`config.mk`:
```
export PLATFORM = sky130hd
export DESIGN_NAME = countdown_timer_core
export DESIGN_NICKNAME = d
export VERILOG_FILES = /design/src/rtl/countdown_timer_core.sv
export SDC_FILE = /design/constraint.sdc
export NUM_CORES = 1
export LEC_CHECK = 0
export ABC_CLOCK_PERIOD_IN_PS = 3500
export BUFFER_PORTS_ARGS = -buffer_cell sky130_fd_sc_hd__buf_2
export CORE_ASPECT_RATIO = 1.5
export CORE_MARGIN = 1.5
export CORE_UTILIZATION = 58
export CTS_CLUSTER_DIAMETER = 40
export CTS_CLUSTER_SIZE = 25
export DETAILED_ROUTE_END_ITERATION = 8
export GPL_TIMING_DRIVEN = 1
export PLACE_DENSITY_LB_ADDON = 0.25
export SYNTH_ARGS = -nofsm -noshare
export SYNTH_HDL_FRONTEND = slang
export SYNTH_SLANG_ARGS = --single-unit
```
`constraint.sdc`:
```
create_clock -name clk -period 3.5 [get_ports clk]
set_clock_uncertainty 0.1 [all_clocks]
set_input_delay 0.35 -clock clk [delete_from_list [all_inputs] [get_ports clk]]
set_output_delay 0.35 -clock clk [all_outputs]
set_load 0.05 [all_outputs]
```
`src/rtl/countdown_timer_core.sv`:
```
// Kitchen countdown timer core: MM:SS loaded in BCD by button pulses, counted down on
// a 1 Hz strobe, with an alarm phase that times out or is acknowledged by start/clear.
module countdown_timer_core #(
    parameter int ALARM_TICKS = 10
) (
    input  logic        clk,
    input  logic        reset_p,
    input  logic        tick_1s,
    input  logic        btn_start,
    input  logic        btn_min_inc,
    input  logic        btn_sec_inc,
    input  logic        btn_clear,
    output logic [15:0] value,
    output logic [1:0]  state,
    output logic        running,
    output logic        alarm
);

    typedef enum logic [1:0] {
        ST_IDLE  = 2'd0,
        ST_RUN   = 2'd1,
        ST_PAUSE = 2'd2,
        ST_ALARM = 2'd3
    } state_t;

    localparam logic [7:0] ALARM_CNT_LAST = 8'(ALARM_TICKS - 1);

    state_t      state_q, state_d;
    logic [15:0] value_q, value_d;
    logic [7:0]  alarm_cnt_q, alarm_cnt_d;
    logic        running_q, running_d;
    logic        alarm_q, alarm_d;

    // Minutes pair increment, 99 wraps to 00.
    function automatic logic [7:0] bcd_min_inc(input logic [7:0] m);
        logic [7:0] r;
        if (m[3:0] == 4'd9) begin
            if (m[7:4] == 4'd9) r = 8'h00;
            else                r = {m[7:4] + 4'd1, 4'd0};
        end else begin
            r = {m[7:4], m[3:0] + 4'd1};
        end
        return r;
    endfunction

    // Seconds pair increment, 59 wraps to 00 without touching minutes.
    function automatic logic [7:0] bcd_sec_inc(input logic [7:0] s);
        logic [7:0] r;
        if (s == 8'h59)           r = 8'h00;
        else if (s[3:0] == 4'd9)  r = {s[7:4] + 4'd1, 4'd0};
        else                      r = {s[7:4], s[3:0] + 4'd1};
        return r;
    endfunction

    // One-second decrement with digit-wise borrow; caller guarantees v is non-zero.
    function automatic logic [15:0] bcd_dec(input logic [15:0] v);
        logic [15:0] r;
        r = v;
        if (v[3:0] != 4'd0) begin
            r[3:0] = v[3:0] - 4'd1;
        end else begin
            r[3:0] = 4'd9;
            if (v[7:4] != 4'd0) begin
                r[7:4] = v[7:4] - 4'd1;
            end else begin
                r[7:4] = 4'd5;
                if (v[11:8] != 4'd0) begin
                    r[11:8] = v[11:8] - 4'd1;
                end else begin
                    r[11:8]  = 4'd9;
                    r[15:12] = v[15:12] - 4'd1;
                end
            end
        end
        return r;
    endfunction

    // Next-state logic: one event per cycle, clear > start > tick > min_inc > sec_inc.
    always_comb begin
        state_d     = state_q;
        value_d     = value_q;
        alarm_cnt_d = alarm_cnt_q;
        case (state_q)
            ST_IDLE: begin
                if (btn_clear) begin
                    value_d = 16'h0000;
                end else if (btn_start) begin
                    if (value_q != 16'h0000) state_d = ST_RUN;
                    else                     state_d = ST_IDLE;
                end else if (btn_min_inc) begin
                    value_d[15:8] = bcd_min_inc(value_q[15:8]);
                end else if (btn_sec_inc) begin
                    value_d[7:0] = bcd_sec_inc(value_q[7:0]);
                end else begin
                    value_d = value_q;
                end
            end
            ST_RUN: begin
                if (btn_clear) begin
                    value_d = 16'h0000;
                    state_d = ST_IDLE;
                end else if (btn_start) begin
                    state_d = ST_PAUSE;
                end else if (tick_1s) begin
                    // A zero value here is unreachable; treat it as already expired.
                    if (value_q == 16'h0000 || bcd_dec(value_q) == 16'h0000) begin
                        value_d     = 16'h0000;
                        state_d     = ST_ALARM;
                        alarm_cnt_d = 8'd0;
                    end else begin
                        value_d = bcd_dec(value_q);
                    end
                end else begin
                    value_d = value_q;
                end
            end
            ST_PAUSE: begin
                if (btn_clear) begin
                    value_d = 16'h0000;
                    state_d = ST_IDLE;
                end else if (btn_start) begin
                    state_d = ST_RUN;
                end else begin
                    state_d = ST_PAUSE;
                end
            end
            ST_ALARM: begin
                value_d = 16'h0000;
                if (btn_clear || btn_start) begin
                    state_d     = ST_IDLE;
                    alarm_cnt_d = 8'd0;
                end else if (tick_1s) begin
                    if (alarm_cnt_q >= ALARM_CNT_LAST) begin
                        state_d     = ST_IDLE;
                        alarm_cnt_d = 8'd0;
                    end else begin
                        alarm_cnt_d = alarm_cnt_q + 8'd1;
                    end
                end else begin
                    alarm_cnt_d = alarm_cnt_q;
                end
            end
            default: begin
                state_d     = ST_IDLE;
                value_d     = 16'h0000;
                alarm_cnt_d = 8'd0;
            end
        endcase
        running_d = (state_d == ST_RUN);
        alarm_d   = (state_d == ST_ALARM);
    end

    // State, value, alarm counter and status flag registers.
    always_ff @(posedge clk or posedge reset_p) begin
        if (reset_p) begin
            state_q     <= ST_IDLE;
            value_q     <= 16'h0000;
            alarm_cnt_q <= 8'd0;
            running_q   <= 1'b0;
            alarm_q     <= 1'b0;
        end else begin
            state_q     <= state_d;
            value_q     <= value_d;
            alarm_cnt_q <= alarm_cnt_d;
            running_q   <= running_d;
            alarm_q     <= alarm_d;
        end
    end

    assign value   = value_q;
    assign state   = state_q;
    assign running = running_q;
    assign alarm   = alarm_q;

endmodule

```
Word level (Yosys, flattened, before mapping). Cells that the tools add are included.

Reduce and logical (&&, ||, !) cells: 15. Eq/ne operators: 23. Muxes and demuxes: 50. $lt $le $gt $ge: 1. $add $sub $neg: 9.

Operators by type and width (number): 8-bit two-way mux (15); 16-bit two-way mux (7); 16-bit case mux with 4 select lines (1); 12-bit two-way mux (5); 16-bit zero test (2); 4-bit two-way mux (8); 3-bit != test (second input constant) (8); 2-bit two-way mux (11); 6-bit AND reduction (3); 4-bit by 1-bit adder with 4-bit output (second input constant) (4); 8-bit case mux with 2 select lines (1); 16-bit nonzero test (1); 4-bit by 1-bit subtractor with 4-bit output (second input constant) (4); 4-bit == test (second input constant) (3); 4-bit nonzero test (3); 2-bit != test (second input constant) (5); 8-bit by 1-bit adder with 8-bit output (second input constant) (1); 8-bit by 7-bit == test with 1-bit output (second input constant) (1); 8-bit by 4-bit greater-or-equal comparator with 1-bit output (second input constant) (1); 2-bit case mux with 4 select lines (1); 7-bit AND reduction (1); 2-bit == test (second input constant) (3); 5-bit AND reduction (1); 2-bit by 1-bit == test with 1-bit output (second input constant) (2); other kinds (5) (6).

Input port bits: 7. Register bits: 28. Output and inout bits: 20. Logic and storage cells: 106.

Longest topological paths before layout.
Depth in word-level cells: 16. Gate-level depth with buffers: 13. Mapped depth without buffers: 9.

Worst setup path before layout. Ideal clock, no wire load.

Path kind: flip-flop to flip-flop. Start: register value_q[0] (netlist: value[0]). End: register alarm_cnt_q[3]. Data required time: 3.278 ns. Setup slack: 0.283 ns. Path buffers: 4. Cell stages (with the launch flop): 14. Setup time: 0.122 ns. Clock period less this slack: 3.217 ns. Arrival: 2.996 ns. Path through: dfrtp_1 -> inv_1 -> ha_1 -> buf_4 -> or3b_1 -> buf_6 -> o41a_1 -> a21oi_1 -> and4b_1 -> buf_6 -> o311a_4 -> buf_6 -> a41oi_1 -> nor2_1.

Longest elaborated chain between the ends: 10. Elaborated cells on any way between the ends: 17. Those cells by class: 1 x add/sub; 1 x eq/ne; 10 x mux; 5 x reduce/logical.

RTL lines: from (decl) (line 29) `logic [15:0] value_q, value_d;`; from (signal assigned) (line 163) `value_q <= value_d;`; 4-bit by 1-bit subtractor with 4-bit output / 4-bit nonzero test (equally long branches) (line 60, 59); 4-bit two-way mux / 12-bit two-way mux (equally long branches); 4-bit two-way mux / 12-bit two-way mux (equally long branches) (line 104) `end else if (tick_1s) begin`; 4-bit two-way mux / 12-bit two-way mux (equally long branches) (line 102) `end else if (btn_start) begin`; 4-bit two-way mux / 12-bit two-way mux (equally long branches) (line 99) `if (btn_clear) begin`; 4-bit two-way mux / 12-bit two-way mux (equally long branches) (line 83) `case (state_q)`; 16-bit zero test (line 106) `if (value_q == 16'h0000 || bcd_dec(value_q) == 16'h0000) begin`; 1-bit logical OR * (line 106); 2-bit != test (no line) *; 6-bit AND reduction (no line) *; to (signal assigned) (line 164) `alarm_cnt_q <= alarm_cnt_d;`; to (decl) (line 30) `logic [7:0] alarm_cnt_q, alarm_cnt_d;`.

Mark *: on every way between the ends. The rest lies on a longest branch, timed or not. The select of a mux whose other input is x is not followed. A chain may end at the register's enable or synchronous reset.

Worst setup path after layout.
Start: register value_q[0] (netlist: value[0]). End: register alarm_cnt_q[5].

The elaborated chain is that of the path after synthesis.

==> qor_table.md <==
| Metric | Value |
|---|---|
| Timing-limited maximum frequency | 315 MHz |
| Proportion of layout cells with a drive suffix above 1 | 13.7% |
| TritonCTS clock tree | yes |
| Syn Nets | 294 |
| Leakage | 1.11 nW |
| Number of nets with antenna violations after routing | 0 |
| Kind of critical path | reg -> reg |
| Total power of the final layout | 1.46 mW |
| Routability-driven placement congestion ratio | 0.913 |
| RSZ-0062 raised after global routing | no |
| Cell at the slowest stage of the critical path | sky130_fd_sc_hd__or3b_1 |
| Via count of the first global-routing pass | 2,113 |
| Kind of start point of the critical path | flip-flop |
| Count leader, synth | sky130_fd_sc_hd__dfrtp_1 |
| Path class of the lowest-slack min-delay path | in -> async |
| Fill cell instance count of the final layout | 320 |
| Count of distinct cell types in the synthesized netlist | 54 |
| Share of the clock period used by the worst path | 90.7% |
| Final Max Tran Viols | 0 |
| Data required time at the worst endpoint | 3.62 ns |
| Top cell types by occurrence after synthesis | sky130_fd_sc_hd__dfrtp_1, sky130_fd_sc_hd__nor2_1, sky130_fd_sc_hd__nand2_1 |
| Async set-or-reset flop fraction in the synthesized netlist | 100% |
| Register area share after synthesis | 31.5% |
| Largest incremental delay on the critical path | 0.51 ns |
| Total number of placement rows | 27 |
| Part of the total power dissipated in combinational logic | 52.6% |
| Inserted Diodes | 0 |
| Hold Vio Cnt, Final | 0 |
| Sw Share | 50.2% |
| Power per standard cell area | 608 nW/µm² |
| Area of the mapped netlist | 2220 µm² |
| Setup repair bufs after CTS | 0 |
| Largest area contributor in the synthesized netlist | sky130_fd_sc_hd__dfrtp_1 |
| Area inside the core boundary | 3680 µm² |
| Buffers on Ports | 26 |
| Number of clock buffers inserted by TritonCTS | 3 |
| Worst-path cell chain | inv_1 -> ha_1 -> or3b_1 -> o41a_1 -> a21oi_1 -> and4b_1 -> o311a_4 -> and2_1 -> nor2_1 |
| Post-Place Setup Slack | 0.352 ns |
| CP max FO | 12 |
| H-tree level count | 1 |
| CTS Sinks | 28 |
| Actual slew at the worst max-slew pin | 1.09 ns |
| Wire length of the first global-routing pass | 9.01 mm |
| Maximum number of pins on one net before global-route repair | 29 |
| Ratio of routed vias to standard cells | 6.35 |
| Routed wire length | 5.37 mm |
| Total Routing Usage GR | 27.9% |
| Number of instances in the synthesized netlist | 271 |
| #FFs+latches synth | 28 |
| Final count of negative-setup-slack endpoints | 0 |
| Pre-antenna DRT Iters | 4 |
| Effective utilization at floorplan | 60.4% |
| Area of combinational cells with multiple inputs | 1370 µm² |
| Portion of total power attributed to sequential cells | 33.0% |
| Initial antenna violation count | 0 |
| Count of cells resized by post-cts repair | 0 |
| Area Growth Syn to Fin | 8.33% |
| Post-Route Setup TNS | 0 ns |
| Final min period | 3.18 ns |
| Sequential cell area in the final layout | 701 µm² |
| Remaining max-slew budget at the tightest pin | 27.3% |
| Relative contribution of the clock network to total power | 14.4% |
| Die outline width | 53.6 µm |
| Cell-internal power | 0.729 mW |
| Area contributors post-synth | sky130_fd_sc_hd__dfrtp_1, sky130_fd_sc_hd__ha_1, sky130_fd_sc_hd__a21oi_1, sky130_fd_sc_hd__nor2_1, sky130_fd_sc_hd__nand2_1 |
| Type of element capturing the critical path | flip-flop |
| Most frequently used flop master after synthesis | sky130_fd_sc_hd__dfrtp_1 |
| Post-layout worst setup margin | 0.324 ns |
| Number of buffers added to fix hold violations after cts | 0 |
| Synth top area share | 31.5% |
| Skew-Pair Late Insertion Delay | 0.28 ns |
| Worst IR drop on VDD | 0.000389 V |
| Max-cap violations | 0 |
| Number of top-level pins | 27 |
| Arr. time, crit path | 3.29 ns |
| Post-detailed-placement half-perimeter wirelength | 4.01 mm |
| Clk Tree Root Cell | sky130_fd_sc_hd__clkbuf_8 |
| Number of synthesized flops with an enable pin | 0 |
| WL/cell | 16.0 µm |
| Number of nets in the finished design | 317 |
| Clock buffer depth | 2 |
| Clock-pin transition on the worst setup and hold timing paths | 0.10 ns |
| GR Overflow Total | 0 |
| Die height | 78.8 µm |
| Initial detailed-routing violation count | 81 |
| Vias | 2,132 |
| Warnings from Yosys | 0 |
| DRC violation count after routing | 0 |
| Synthesized area per cell | 8.20 µm² |
| Die outline area | 4220 µm² |
| Outcome | finished clean |
| Power spent charging and discharging nets | 0.735 mW |
[layout make-up]
class                           count  share of cell area (%)
Multi-Input combinational cell    211                    56.8
Timing Repair Buffer               29                    6.34
Sequential cell                    28                    29.1
Inverter                           21                    3.27
Clock buffer                        4                    2.29
Tap cell                           43                    2.23
[worst paths after layout]
path                                            start                         end  slack, ns  cells after the start
setup / recovery                 value[0]$_DFFE_PP0P_  alarm_cnt_q[5]$_DFFE_PP0P_       0.32                      9
hold / removal                                reset_p       value[15]$_DFFE_PP0P_       0.22                      2
setup reg to reg                 value[0]$_DFFE_PP0P_  alarm_cnt_q[5]$_DFFE_PP0P_       0.32                      9
hold reg to reg            alarm_cnt_q[7]$_DFFE_PP0P_  alarm_cnt_q[7]$_DFFE_PP0P_       0.43                      2
max in group asynchronous                     reset_p        value[3]$_DFFE_PP0P_       2.42                      2
min in group clk                            btn_clear          state[0]$_DFF_PP0_       0.22                      2
[power groups by stage]
stage	combinational [mW]	sequential, mW	clock (mW)
6_report	0.770	0.483	0.211
5_1_grt	0.850	0.495	0.222
4_1_cts	0.768	0.481	0.211
3_5_place_dp	0.764	0.487	0
3_3_place_gp	0.761	0.484	0
2_1_floorplan	0.486	0.605	0
[sequential cells by signal, summed over array words and instances (netlist names)]
register,count
alarm_cnt_q,8
state,2
alarm,1
value,16
running,1
[worst max-delay path, delay by kind of cell, from the launching register on]
family                   cells  cell delay (ns)
flip-flops                   1             0.47
adder cells (fa/ha/maj)      1             0.32
AND/OR/NAND/NOR              4             1.17
AO/OA/AOI/OAI                3             0.94
buffers and inverters        1             0.11
[cell families after synthesis]
logic type | synth area share (%)
AND/OR/NAND/NOR | 24.3
AO/OA/AOI/OAI | 26.9
buffers and inverters | 6.98
flip-flops | 31.5
adder cells (fa/ha/maj) | 9.00
XOR/XNOR | 0.788
multiplexers | 0.506
[metrics by stage]
stage / instances / hold slack [ns] / utilization [%] / area [µm²]
2_1_floorplan: 271 / 0.315 / - / 2220
3_3_place_gp: 332 / 0.407 / 63.9 / 2350
3_5_place_dp: 332 / 0.408 / 63.9 / 2350
4_1_cts: 336 / 0.217 / 65.4 / 2410
5_1_grt: 336 / 0.237 / 65.4 / 2410
6_report: 336 / 0.216 / 65.4 / 2410
[routing by layer]
layer / track usage, % / vias to the layer above / wire (µm)
met4: 14.1 / 0 / 204
met5: 0 / - / 0
li1: - / 1043 / -
met2: 50.2 / 59 / 2870
met1: 31.4 / 1009 / 2130
met3: 2.26 / 21 / 167
[layout by cell type (no fill, tap or decap), types with 4 or more instances in the layout]
| cell type | synthesis | routed |
|---|---|---|
| sky130_fd_sc_hd__or3_1 | 5 | 5 |
| sky130_fd_sc_hd__a32oi_1 | 4 | 4 |
| sky130_fd_sc_hd__inv_1 | 21 | 21 |
| sky130_fd_sc_hd__nor2_1 | 26 | 26 |
| sky130_fd_sc_hd__a21oi_1 | 21 | 21 |
| sky130_fd_sc_hd__clkbuf_8 | 0 | 4 |
| sky130_fd_sc_hd__a31oi_1 | 7 | 7 |
| sky130_fd_sc_hd__and2_1 | 5 | 5 |
| sky130_fd_sc_hd__o22ai_1 | 7 | 7 |
| sky130_fd_sc_hd__o21ai_0 | 16 | 16 |
| sky130_fd_sc_hd__nand2_1 | 22 | 22 |
| sky130_fd_sc_hd__nor3_1 | 5 | 5 |
| sky130_fd_sc_hd__buf_2 | 1 | 26 |
| sky130_fd_sc_hd__nand3_1 | 11 | 11 |
| sky130_fd_sc_hd__nor4_1 | 4 | 4 |
| sky130_fd_sc_hd__ha_1 | 16 | 16 |
| sky130_fd_sc_hd__dfrtp_1 | 28 | 28 |
| sky130_fd_sc_hd__o31ai_1 | 4 | 4 |
Note: power is estimated with default switching activity, not from simulation.
